==> src/rtl/probit_period_ctrl.sv <==
// Period sequencer and result holder for the probit GT/LT accumulator.
// Define PROBIT_CONTINUOUS_EN for back-to-back periods after one start.
module probit_period_ctrl #(
   parameter int NBITS     = 21,
   parameter int NCLK_BITS = 18
) (
   input  logic                 clk_i,
   input  logic                 rst_i,
   input  logic                 start_i,
   input  logic [NCLK_BITS-1:0] nclocks_i,
   output logic                 busy_o,
   output logic                 acc_rst_o,
   output logic                 acc_ce_o,
   input  logic [NBITS-1:0]     gt_sum_i,
   input  logic [NBITS-1:0]     lt_sum_i,
   output logic [NBITS-1:0]     gt_o,
   output logic [NBITS-1:0]     lt_o,
   output logic                 valid_o,
   input  logic                 ack_i,
   output logic                 overrun_o
);

   typedef enum logic [1:0] {
      S_IDLE,
      S_CLEAR,
      S_RUN,
      S_CAPTURE
   } state_t;

   localparam logic [NCLK_BITS-1:0] CNT_ONE = NCLK_BITS'(1);

   state_t               state;
   logic [NCLK_BITS-1:0] len;
   logic [NCLK_BITS-1:0] cnt;
   logic                 clr_q;

   assign acc_rst_o = clr_q | rst_i;

   always_ff @(posedge clk_i) begin
      if (rst_i) begin
         state     <= S_IDLE;
         len       <= '0;
         cnt       <= '0;
         clr_q     <= 1'b0;
         busy_o    <= 1'b0;
         acc_ce_o  <= 1'b0;
         gt_o      <= '0;
         lt_o      <= '0;
         valid_o   <= 1'b0;
         overrun_o <= 1'b0;
      end else begin
         if (ack_i) begin
            valid_o   <= 1'b0;
            overrun_o <= 1'b0;
         end
         unique case (state)
            S_IDLE: begin
               if (start_i) begin
                  len    <= nclocks_i;
                  state  <= S_CLEAR;
                  busy_o <= 1'b1;
                  clr_q  <= 1'b1;
               end
            end
            S_CLEAR: begin
               cnt   <= len;
               clr_q <= 1'b0;
               if (len == '0) begin
                  state <= S_CAPTURE;
               end else begin
                  state    <= S_RUN;
                  acc_ce_o <= 1'b1;
               end
            end
            S_RUN: begin
               cnt <= cnt - CNT_ONE;
               if (cnt == CNT_ONE) begin
                  state    <= S_CAPTURE;
                  acc_ce_o <= 1'b0;
               end
            end
            S_CAPTURE: begin
               gt_o    <= gt_sum_i;
               lt_o    <= lt_sum_i;
               // a coincident ack consumes the old result, not the new one
               valid_o <= 1'b1;
               if (valid_o && !ack_i) overrun_o <= 1'b1;
`ifdef PROBIT_CONTINUOUS_EN
               state <= S_CLEAR;
               clr_q <= 1'b1;
`else
               state  <= S_IDLE;
               busy_o <= 1'b0;
`endif
            end
            default: state <= S_IDLE;
         endcase
      end
   end

endmodule

==> config.mk <==
export PLATFORM = sky130hd
export DESIGN_NAME = probit_period_ctrl
export DESIGN_NICKNAME = d
export VERILOG_FILES = /design/src/rtl/probit_period_ctrl.sv
export SDC_FILE = /design/constraint.sdc
export NUM_CORES = 1
export LEC_CHECK = 0
export ABC_AREA = 1
export BUFFER_PORTS_ARGS = -buffer_cell sky130_fd_sc_hd__buf_4
export CORE_MARGIN = 1
export CORE_UTILIZATION = 45
export DETAILED_ROUTE_END_ITERATION = 12
export PLACE_DENSITY_LB_ADDON = 0.15
export SYNTH_ARGS = -nofsm -noshare
export SYNTH_HDL_FRONTEND = slang
export SYNTH_SLANG_ARGS = --single-unit
==> constraint.sdc <==
create_clock -name clk_i -period 1.75 [get_ports clk_i]
set_input_delay 0.0875 -clock clk_i [delete_from_list [all_inputs] [get_ports clk_i]]
set_output_delay 0.0875 -clock clk_i [all_outputs]
set_load 0.02 [all_outputs]
==> metrics.txt, run 1 <==
crit path cell chain inv_1 -> ha_1 -> inv_2 -> nor2_4 -> o21ai_2 -> nand2_1 -> nand2_1 -> nor2_1; crit path max fanout 26; final period utilization between 90% and 100%; number of synthesized register bits 85; largest cells by area after synthesis dfxtp_1 (46%), nor2_1 (13%), o21ai_0 (9.5%); power density of the placed cells about 1500 nW/um2; Top Ports approximately 110; number of DRC markers in iteration 0 between 150 and 200; Net Sw Frac 40.65%; Netlist cell types 30; Reg2Reg Setup Slack ~0.14 ns; status finished, final reports clean; prevailing post-synth register cell dfxtp_1; antenna-violating nets left 0; Post-CTS Setup Inserts 0; area grow syn2layout 45.23%; Critical-path top delay cell dfxtp_1; Crit path largest cell delay ~0.38 ns; initial antenna violation count 0; Mean Syn Cell Area 7.159 um2; Slew Viols, Final 0; WP data required roughly 2.0 ns; clk root buf clkbuf_8; Clock power frac approximately 23%; CTS tree yes; Layout Utilization roughly two thirds; Die Footprint approximately 8600 um2; Max Cap Violations 0; syn nets a little under 600; Hold WS 0.007957 ns; sequential share of the synthesized area a little under half; number of global-route vias before repair between 3,000 and 4,000; Synth warnings 0; synthesized area approximately 3700 um2; number of fill cells 659; Worst EP arrival 1.86 ns; CP top delay family buffers and inverters; Worst-path clk slew roughly 0.10 ns; Pleak ~2.5 nW; Psw between 0.003 and 0.004 W; CP Capture Type register; IO buf count 110; Final Skew approximately 0.014 ns; crit path buf inv count 2; async set-reset flop share out of synthesis 0%; RD Place Congestion between 0.8 and 0.9; gr usage total about a quarter; Mapped Cells around 520; Synth top area share a little under half; top-count cell post-synth nor2_1; largest net degree at the start of global routing between 40 and 50; Final #Nets 736; n_diodes 0; Avg WL per Cell around 13 um; Reg2Reg Depth 8; via count a little under 4,000; Startpoint Class register; Skew-Pair Late Insertion Delay approximately 0.35 ns; drt pass-1 iters 5; final hold vios 0; fin crit period roughly 1.6 ns; peak supply drop 0.7560 mV; Max Fclk 0.6227 GHz; Initial Util 47.16%; most used cell along the critical path nand2_1; Die Ht ~93 um; global-route wire length before repair between 15 and 20 mm; hold endpoint len[8]; Critical R2R Capture cnt[9]; Comb power frac between 40 and 50%; DPL Wire Length approximately 6.7 mm; area leader, netlist dfxtp_1; hold_sp nclocks_i[8]; hold-critical path depth 3; RSZ-0062 raised after global routing false; drt via density between 5 and 6; reg2reg start state[0]; grt ovf 0; # H-tree levels 3; Max Buffers Root-to-Sink 2; die width 92.69 um; DRC viols 0; num rows 32; critical path class reg2reg; CTS Buf Count 9; Post-CTS Hold Buffers 48; Pint approximately 0.0049 W; Core ar. ~7800 um2; Hold Crit Class in2reg; TritonCTS Sinks 85; Sequential Power Share ~33%; EDFF count, synth 0; DRT Wirelength ~10 mm; cts repair resizes 0; TNS Setup 0 ns; Final Setup Violations 0; share of layout cells above drive strength 1 a little under a quarter; slew of the pin with the lowest slew margin about 0.47 ns; Post-synth top cells nor2_1 (127), dfxtp_1 (85), o21ai_0 (70); Max-slew headroom between 60% and 70%
[layout by cell type, fill, tap and decap left out, types with 2 or more instances in the layout]
cell	count
nor2_1	127
buf_4	116
dfxtp_1	85
o21ai_0	70
nand2_1	55
dlygate4sd3_1	48
a21oi_1	47
inv_1	37
nand3_1	20
clkbuf_8	9
nor2_2	6
ha_1	6
nand2_2	5
o21ai_1	5
nand4_1	4
bufinv_16	4
inv_2	3
nor2_4	3
nand3b_1	2
a211oi_1	2
xor2_1	2
nor3_1	2
a221oi_1	2
inv_8	2
buf_12	2
[worst min-delay path, delay by kind of cell]
kind	cells	cell delay (ns)
AO/OA/AOI/OAI	2	0.17
buffers and inverters	1	0.07
[power groups by stage]
stage / registers [W] / clock network (W) / logic, W
2_1_floorplan: 0.00294 / 0 / 0.00238
3_3_place_gp: 0.00277 / 0 / 0.00348
3_5_place_dp: 0.00279 / 0 / 0.00358
4_1_cts: 0.00275 / 0.00190 / 0.00367
5_1_grt: 0.00282 / 0.00200 / 0.00413
6_report: 0.00276 / 0.00187 / 0.00369
[stage by stage]
step | worst slack [ns] | cell area [um2] | instances | power, W
after detailed placement | 0.1815 | 4619 | 709 | 0.006366
after global routing | 0.004968 | 5375 | 773 | 0.008945
final | 0.1441 | 5375 | 773 | 0.008327
after global placement | 0.2513 | 4619 | 709 | 0.006255
after floorplan | 0.2965 | 3701 | 517 | 0.005325
after CTS | 0.1491 | 5375 | 773 | 0.008326
[worst max-delay path by stage]
stage / endpoint / startpoint / depth (start not counted)
floorplan: cnt[10] / state[1] / 7
global placement: cnt[9] / state[0] / 8
detailed placement: cnt[9] / state[0] / 8
CTS: cnt[9] / state[0] / 8
global route: cnt[0] / state[0] / 5
finish: cnt[9] / state[0] / 8
[cells by family after synthesis]
kind of cell,synth area share (%)
XOR/XNOR,0.4734
adder cells (fa/ha/maj),2.028
AND/OR/NAND/NOR,25.83
buffers and inverters,7.403
flip-flops,45.98
AO/OA/AOI/OAI,18.29
[layer usage]
layer | vias up | GRT usage (%) | share of wire, %
met3 | 21 | 7.225 | 5.3
li1 | 1968 | - | -
met5 | - | 0 | 0
met2 | 119 | 45.37 | 50
met1 | 1775 | 28.85 | 43
met4 | 0 | 9.231 | 2.2
[cell type report]
| cell class | instances | area [um2] | area share (%) |
|---|---|---|---|
| clock buffer | 9 | 123.9 | 2.304 |
| clock inverter | 7 | 151.4 | 2.817 |
| inverter | 41 | 153.9 | 2.863 |
| multi-input combinational | 363 | 1725 | 32.10 |
| sequential | 85 | 1702 | 31.66 |
| tap | 102 | 127.6 | 2.374 |
| timing repair buffer | 166 | 1391 | 25.88 |
[registers in the layout (all words and copies together), names as in the netlist]
| name | flops |
|---|---|
| lt_o | 21 |
| acc_ce_o | 1 |
| gt_o | 21 |
| state | 2 |
| clr_q | 1 |
| len | 18 |
| valid_o | 1 |
| busy_o | 1 |
| overrun_o | 1 |
| cnt | 18 |
No activity file was read; power rests on OpenSTA's default activity.
==> run 2: changes to the inputs <==
--- a/config.mk
+++ b/config.mk
@@ -9,4 +9,6 @@
 export BUFFER_PORTS_ARGS = -buffer_cell sky130_fd_sc_hd__buf_4
+export CELL_PAD_IN_SITES_DETAIL_PLACEMENT = 0
+export CELL_PAD_IN_SITES_GLOBAL_PLACEMENT = 2
 export CORE_MARGIN = 1
-export CORE_UTILIZATION = 45
+export CORE_UTILIZATION = 27
 export DETAILED_ROUTE_END_ITERATION = 12
==> constraint.sdc (replaced) <==
create_clock -name clk_i -period 1.75 [get_ports clk_i]
set_input_delay 0.175 -clock clk_i [delete_from_list [all_inputs] [get_ports clk_i]]
set_output_delay 0.175 -clock clk_i [all_outputs]
set_load 0.02 [all_outputs]
==> run 2 against run 1 <==
Register-to-register slack improved by 0.08 ns. Critical path type unchanged. Hold slack improved by 0.043 ns. Sequential share of layout area rose by 2.0 points. Global-route usage fell by 9.6 points.
==> metrics.txt, run 2 (synthesis gave the netlist of run 1 again) <==
number of fill cells approximately 1,400; critical path class reg2reg; Post-CTS Hold Buffers 0; Die Ht between 100 and 150 um; gr usage total between 15 and 20%; global-route wire length before repair 17.42 mm; crit path cell chain inv_1 -> ha_1 -> inv_2 -> buf_4 -> a21oi_1 -> a221oi_1; met1 Track Usage GR roughly a fifth; Max Cap Violations 0; Final Setup Violations 0; Worst EP arrival 1.78 ns; Slew Viols, Final 0; status finished, final reports clean; die width 119.1 um; number of DRC markers in iteration 0 between 100 and 150; met2 Use GR between 20% and 30%; slew of the pin with the lowest slew margin 0.4779 ns; Initial Util between 20% and 30%; Top Ports about 110; DRT Wirelength 10.71 mm; initial antenna violation count 0; biggest regs gt_o: 21 flops, lt_o: 21 flops; GRT busiest layer met2; multi-input logic area around 1700 um2; met3 global-route usage roughly 5.2%; antenna-violating nets left 0; Reg area ~1700 um2; CTS tree yes; DRC viols 0; commonest non-fill, non-tap cells in the layout nor2_1 (127), buf_4 (123), dfxtp_1 (85); power density of the placed cells roughly 1700 nW/um2; drt pass-1 iters 4; Worst-path clk slew roughly 0.070 ns; Skew-Pair Late Insertion Delay around 0.34 ns; Total Power around 0.0085 W; Hold Crit Class in2reg; share of layout cells above drive strength 1 between 20% and 30%; IO buf count between 100 and 150; num rows 42; Post-CTS Setup Inserts 0; final period utilization between 80 and 90%; peak supply drop between 0.5 and 0.6 mV; RD Place Congestion approximately 0.75; largest net degree at the start of global routing 45; fin crit period roughly 1.5 ns; n_diodes 0; Critical-path top delay cell dfxtp_1; Reg2Reg Setup Slack about 0.22 ns; drt via density approximately 4.5; TritonCTS Sinks 85; CTS Buf Count 9; DPL Wire Length about 7.6 mm; Final #Nets between 600 and 700; area grow syn2layout 36.61%; Max Buffers Root-to-Sink 2; Avg WL per Cell roughly 13 um; WP data required around 2.0 ns; Crit path largest cell delay roughly 0.35 ns; cts repair resizes 0; final hold vios 0; Pleak ~2.4 nW; number of global-route vias before repair roughly 3,600; TNS Setup 0 ns; clk root buf clkbuf_16; # H-tree levels 3; grt ovf 0; CP Capture Type register; Final Skew ~0.0095 ns; RSZ-0062 raised after global routing false; commonest non-fill, non-tap cell in the layout nor2_1; Core ar. 13,300 um2; via count ~3,600; Max-slew headroom 68.14%; Startpoint Class register; crit path max fanout 9; Max Fclk 0.6548 GHz; Die Footprint ~14,000 um2
==> run 2: cell count changes in the layout (fill, tap and decap cells not counted), sizes merged <==
| cell | before | now |
|---|---|---|
| bufinv | 4 | 1 |
| clkinv | 1 | 4 |
| dlygate4sd3 | 48 | 0 |
| buf | 118 | 124 |
| inv | 43 | 40 |
| clkbuf | 9 | 12 |
==> run 2: through the flow <==
step	area, um2	setup WS (ns)	hold WS, ns	util, %	instances
4_1_cts	5056	0.2371	0.03717	38.03	805
5_1_grt	5056	0.1141	0.05079	38.03	805
2_1_floorplan	3701	0.2965	0.3099	-	517
3_5_place_dp	4745	0.2563	0.4013	35.69	789
6_report	5056	0.2228	0.05123	38.03	805
3_3_place_gp	4745	0.2888	0.3960	35.69	789
==> run 2: power breakdown <==
group	leakage [nW]	internal, W	switching (W)
clock	0.158	0.00122	0.000780
combinational	1.50	0.00138	0.00232
sequential	0.694	0.00242	0.000337
==> run 2: final cells by class <==
class                           count  area share [%]
Tap cell                          176           4.355
Multi-Input combinational cell    363           34.13
Timing Repair Buffer              124           18.66
Inverter                           41           3.044
Clock buffer                       12           5.271
Sequential cell                    85           33.65
Clock inverter                      4          0.8909
==> run 2: critical path, delay by kind of cell (launching register included) <==
kind,cells,cell delay (ns)
buffers and inverters,3,0.46
AOI/OAI and AO/OA,2,0.30
DFF,1,0.35
adders and majority gates,1,0.32
==> run 2: final timing paths <==
kind / from / to / depth (start not counted)
min reg2reg: len[17] / len[17] / 2
max: state[0] / cnt[0] / 6
min: gt_sum_i[2] / gt_o[2] / 3
max reg2reg: state[0] / cnt[0] / 6
==> run 2: routing by layer <==
layer / share of wire (%) / routed length [um]
met1: 46 / 4911
met2: 45 / 4833
met3: 7.0 / 752
met4: 2.0 / 213
met5: 0 / 0
